--- src/rtl/oam_dma_bus_ctrl.sv ---
// rtl/oam_dma_bus_ctrl.sv - SM83 bus arbiter with OAM DMA engine
// Optional macro OAM_DMA_CPU_STALL_EN adds cpu_wait to hold blocked CPU accesses.
module oam_dma_bus_ctrl #(
  parameter int          DMA_LEN      = 160,
  parameter logic [15:0] DMA_DST      = 16'hFE00,
  parameter logic [15:0] DMA_REG_ADDR = 16'hFF46,
  parameter int          START_DELAY  = 1,
  parameter logic [7:0]  BLOCKED_DATA = 8'hFF
) (
  input  logic        clk,
  input  logic        rst_n,
  input  logic [15:0] cpu_addr,
  input  logic [7:0]  cpu_wdata,
  input  logic        cpu_rd,
  input  logic        cpu_wr,
  output logic [7:0]  cpu_rdata,
  output logic [15:0] mem_addr,
  output logic [7:0]  mem_wdata,
  output logic        mem_rd,
  output logic        mem_wr,
  input  logic [7:0]  mem_rdata,
`ifdef OAM_DMA_CPU_STALL_EN
  output logic        cpu_wait,
`endif
  output logic        dma_active
);

  localparam int DW = (START_DELAY > 1) ? $clog2(START_DELAY) : 1;

  typedef enum logic [1:0] {IDLE, START, READ, WRITE} state_t;

  state_t        state, state_nxt;
  logic [8:0]    idx, idx_nxt;
  logic [DW-1:0] dly_cnt, dly_nxt;
  logic [7:0]    dma_page;
  logic [7:0]    rdata_q;
  logic          fwd_q;

  logic reg_hit, hram_hit, cpu_acc, reg_wr, reg_rd, fwd, fwd_rd;

  assign reg_hit  = (cpu_addr == DMA_REG_ADDR);
  assign hram_hit = (cpu_addr >= 16'hFF80) && (cpu_addr <= 16'hFFFE);
  assign cpu_acc  = cpu_rd || cpu_wr;
  assign reg_wr   = cpu_wr && reg_hit;
  assign reg_rd   = cpu_rd && !cpu_wr && reg_hit;
  // Forwarding is gated by rst_n so the bus is quiet for the whole reset window.
  assign fwd      = rst_n && (state == IDLE) && cpu_acc && !reg_hit && !hram_hit;
  assign fwd_rd   = fwd && cpu_rd && !cpu_wr;

  assign dma_active = (state != IDLE);

`ifdef OAM_DMA_CPU_STALL_EN
  assign cpu_wait = (state != IDLE) && cpu_acc && !reg_hit && !hram_hit;
`endif

  always_ff @(posedge clk or negedge rst_n) begin
    if (!rst_n) begin
      state    <= IDLE;
      idx      <= '0;
      dly_cnt  <= '0;
      dma_page <= 8'h00;
      fwd_q    <= 1'b0;
      rdata_q  <= BLOCKED_DATA;
    end else begin
      state    <= state_nxt;
      idx      <= idx_nxt;
      dly_cnt  <= dly_nxt;
      if (reg_wr) dma_page <= cpu_wdata;
      fwd_q    <= fwd_rd;
      rdata_q  <= reg_rd ? dma_page : BLOCKED_DATA;
    end
  end

  always_comb begin
    state_nxt = state;
    idx_nxt   = idx;
    dly_nxt   = dly_cnt;
    case (state)
      IDLE: ;
      START: begin
        if (dly_cnt == DW'(START_DELAY - 1)) state_nxt = READ;
        else dly_nxt = dly_cnt + 1'b1;
      end
      READ: state_nxt = WRITE;
      WRITE: begin
        if (idx < 9'(DMA_LEN - 1)) begin
          state_nxt = READ;
          idx_nxt   = idx + 9'd1;
        end else begin
          state_nxt = IDLE;
          idx_nxt   = '0;
        end
      end
      default: state_nxt = IDLE;
    endcase
    // A register write (re)starts the transfer from any state.
    if (reg_wr) begin
      state_nxt = START;
      idx_nxt   = '0;
      dly_nxt   = '0;
    end
  end

  always_comb begin
    mem_addr  = 16'h0000;
    mem_wdata = 8'h00;
    mem_rd    = 1'b0;
    mem_wr    = 1'b0;
    case (state)
      READ: begin
        mem_addr = {dma_page, idx[7:0]};
        mem_rd   = 1'b1;
      end
      WRITE: begin
        mem_addr  = DMA_DST + {7'b0, idx};
        mem_wdata = mem_rdata;
        mem_wr    = 1'b1;
      end
      default: begin
        if (fwd) begin
          mem_addr  = cpu_addr;
          mem_wdata = cpu_wdata;
          mem_wr    = cpu_wr;
          mem_rd    = cpu_rd && !cpu_wr;
        end
      end
    endcase
  end

  assign cpu_rdata = fwd_q ? mem_rdata : rdata_q;

endmodule

--- config.mk ---
export PLATFORM = sky130hd
export DESIGN_NAME = oam_dma_bus_ctrl
export DESIGN_NICKNAME = d
export VERILOG_FILES = /design/src/rtl/oam_dma_bus_ctrl.sv
export SDC_FILE = /design/constraint.sdc
export NUM_CORES = 1
export LEC_CHECK = 0
export ABC_CLOCK_PERIOD_IN_PS = 3100
export CAP_MARGIN = 40
export CORE_ASPECT_RATIO = 1.2
export CORE_MARGIN = 2
export CORE_UTILIZATION = 40
export CTS_BUF_LIST = sky130_fd_sc_hd__clkbuf_4 sky130_fd_sc_hd__clkbuf_8 sky130_fd_sc_hd__clkbuf_16
export DETAILED_ROUTE_END_ITERATION = 6
export GPL_ROUTABILITY_DRIVEN = 0
export PLACE_DENSITY_LB_ADDON = 0.25
export SLEW_MARGIN = 20
export SYNTH_ARGS = -nofsm -noshare
export SYNTH_HDL_FRONTEND = slang
export SYNTH_SLANG_ARGS = --single-unit
--- constraint.sdc ---
create_clock -name clk -period 3.1 [get_ports clk]
set_clock_uncertainty 0.15 [all_clocks]
set_input_delay 0.31 -clock clk [delete_from_list [all_inputs] [get_ports clk]]
set_output_delay 0.31 -clock clk [all_outputs]
set_load 0.02 [all_outputs]
==> results_dict.tcl <==
set metrics [dict create \
    ctsHoldBuffers 0 \
    cts_tree "built" \
    ant_nets 0 \
    synth_edf_count 0 \
    cap_viol_max_count 0 \
    yosys_warnings 0 \
    vias_per_cell 5.472 \
    finalCriticalPeriod_ps 3058 \
    synth_area_leader_cell "dfrtp_1" \
    p_clk_frac 0.200 \
    postLayoutCellArea_mm2 0.002575 \
    critPathCaptureType "output port" \
    synth.distinct_cells 40 \
    cts_buffers 3 \
    holdWs_ps 287.6 \
    dieHeight_um 74.66 \
    combinationalPowerShare 0.481 \
    final_cell_mix "clkdlybuf4s50_1, o21ai_0, dfrtp_1, buf_4, a22o_1" \
    io-pin-count 71 \
    setup.worst_path.start_class "input pin" \
    setup_violations 0 \
    ir_worst_vdd_v 0.0003136 \
    start_util 0.4189 \
    grt_usage 0.2284 \
    antenna_found_initial 0 \
    syn_nets 205 \
    dieArea_mm2 0.004694 \
    cp.buffers_inverters 3 \
    wl_per_cell_um 16.57 \
    num_vias 1669 \
    grt_max_degree 29 \
    cp_slowest_cell "or4_1" \
    arrival_ps 2600 \
    syn_inst 168 \
    cts_root_buf "clkbuf_8" \
    synth_area_mm2 0.001664 \
    p_per_area_mw_per_mm2 548.9 \
    p_sw_w 0.0005499 \
    regToRegSetupSlack_ps 1360 \
    cp_top_family "simple AND/OR/NAND/NOR gates" \
    synthArstFlopShare 1.000 \
    dpl-instance-area_mm2 0.002514 \
    num_rows 25 \
    pwr-share-seq 0.320 \
    clock_sinks 28 \
    path_clk_slew_ps 100 \
    slew_headroom 0.6491 \
    nNetsFinal 289 \
    yosysTopAreaCellShare 0.3008 \
    core_mm2 0.003973 \
    grt_pass1_vias 1707 \
    post-route-drc-count 0 \
    drive_gt1_frac 0.2271 \
    synth_area_leaders "dfrtp_1, dfstp_2, mux2_2, a22o_1, o21ai_0" \
    cpPeakStageDelay_ps 550 \
    port_buffers 70 \
    worst-setup-path-type "in -> out" \
    dr.pass1.iters 4 \
    ys_seq_area_frac 0.4271 \
    grt_overflow 0 \
    intPower_w 0.0008634 \
    final_common_cell "clkdlybuf4s50_1" \
    p_leak_nw 1.145 \
    required_ps 2640 \
    hp-class "in -> async" \
    drv_slew 0 \
    status "completed" \
    die_x_um 62.88 \
    p_sw_frac 0.3891 \
    area_delta_synth_final_pct 54.74 \
    initialDrtViolationCount 55 \
    fmax_mhz 327.0 \
    clk_path_buf_depth 2 \
    num_antenna_cells 0 \
    tightest_slew_ps 526.4 \
    cts_max_level 1 \
    ys_ff_latch 28 \
    ys.flop_type "dfrtp_1" \
    routed_wl_mm 5.055 \
    syn_avg_cell_area_um2 9.905 \
    grt_first_pass_wirelength_mm 8.369 \
    fin_crit_sh 0.9866 \
    final-hold-violation-count 0 \
    crit_fanout 4 \
    clock_latency_ps 270 \
    dp_hpwl_mm 3.692 \
    crit_chain "clkdlybuf4s50_1 -> or4_1 -> or4_4 -> o211ai_1 -> buf_4 -> o21ai_0 -> clkdlybuf4s15_1" \
]
[through the flow]
stage / cells / TNS [ps] / setup WS (ps) / util / power [W]
final: 305 / 0 / 41.67 / 0.6482 / 0.001413
after global routing: 305 / -142.9 / -32.35 / 0.6482 / 0.001504
after CTS: 303 / -93.83 / -93.83 / 0.6460 / 0.001418
after detailed placement: 298 / -4664 / -221.4 / 0.6328 / 0.001217
after global placement: 298 / -4288 / -196.6 / 0.6328 / 0.001202
after floorplan: 168 / 0 / 668.0 / - / 0.0008390
[cell families after synthesis]
group,count (synthesis),synth area share
and+or+nand+nor,52,0.1842
xor gates and xnor gates,2,0.01053
buffers and inverters,19,0.04887
AOI/OAI and AO/OA,48,0.1940
muxes,18,0.1278
adders and majority gates,1,0.007518
DFF,28,0.4271
[power by group through the flow]
| stage | logic, W | clock network, W | registers, W |
|---|---|---|---|
| after detailed placement | 0.000761 | 0 | 0.000456 |
| after floorplan | 0.000397 | 0 | 0.000443 |
| after CTS | 0.000678 | 0.000290 | 0.000450 |
| after global placement | 0.000750 | 0 | 0.000453 |
| after global routing | 0.000744 | 0.000304 | 0.000457 |
| final | 0.000679 | 0.000282 | 0.000452 |
[worst register-to-register path, cell delays in order, from the launching register on]
cell and delay, ps:
dfrtp_1 370, buf_4 200, nand2_1 230, or4_1 570, a21oi_1 170
[registers in the layout (all words and copies together) (netlist names)]
register  cells
idx           9
dma_page      8
rdata_q       8
state         2
fwd_q         1
[layer usage]
| layer | share of wire | global-route usage |
|---|---|---|
| met1 | 0.42 | 0.2842 |
| met4 | 0.022 | 0.1037 |
| met5 | 0 | 0 |
| met2 | 0.49 | 0.3972 |
| met3 | 0.068 | 0.03587 |
[final timing paths]
path	startpoint	endpoint	cells after the start
min in group clk	dma_page[1]$_DFFE_PN0P_	rdata_q[1]$_DFF_PN1_	1
worst min register to register	dma_page[1]$_DFFE_PN0P_	rdata_q[1]$_DFF_PN1_	1
worst min-delay path	rst_n	idx[0]$_DFFE_PN0P_	2
worst max-delay path	cpu_addr[3]	mem_wr	7
max in group asynchronous	rst_n	rdata_q[1]$_DFF_PN1_	2
worst max register to register	state[0]$_DFFE_PN0P_	idx[5]$_DFFE_PN0P_	4
[timing repair]
action                                 in CTS  in global routing
setup buffers                               1                  2
setup endpoints to repair                  26                 26
pin swaps                                   0                  1
endpoints found under the hold margin       0                  0
gates resized for setup                    40                 17
[final cells by class]
class,count,area [um2]
Clock inverter,1,30.03
Fill cell,341,1398
Clock buffer,3,41.29
Multi-Input combinational cell,121,879.6
Timing Repair Buffer,88,808.3
Sequential cell,28,710.7
Tap cell,54,67.56
Inverter,10,37.54
[cells in the mapped netlist, types with 2 or more instances]
cell / count
mux2_2: 14
inv_1: 10
a22oi_1: 2
dfrtp_1: 20
or3_1: 9
o21ai_0: 20
nand2_1: 7
nor2_1: 9
nand4_1: 4
or4_1: 3
xor2_1: 2
nor3_1: 3
clkbuf_1: 6
nand3_1: 4
a22o_1: 16
buf_2: 2
a21oi_1: 3
mux2_4: 3
and3_1: 3
dfstp_2: 8
Power figures use the tool's default switching activity.
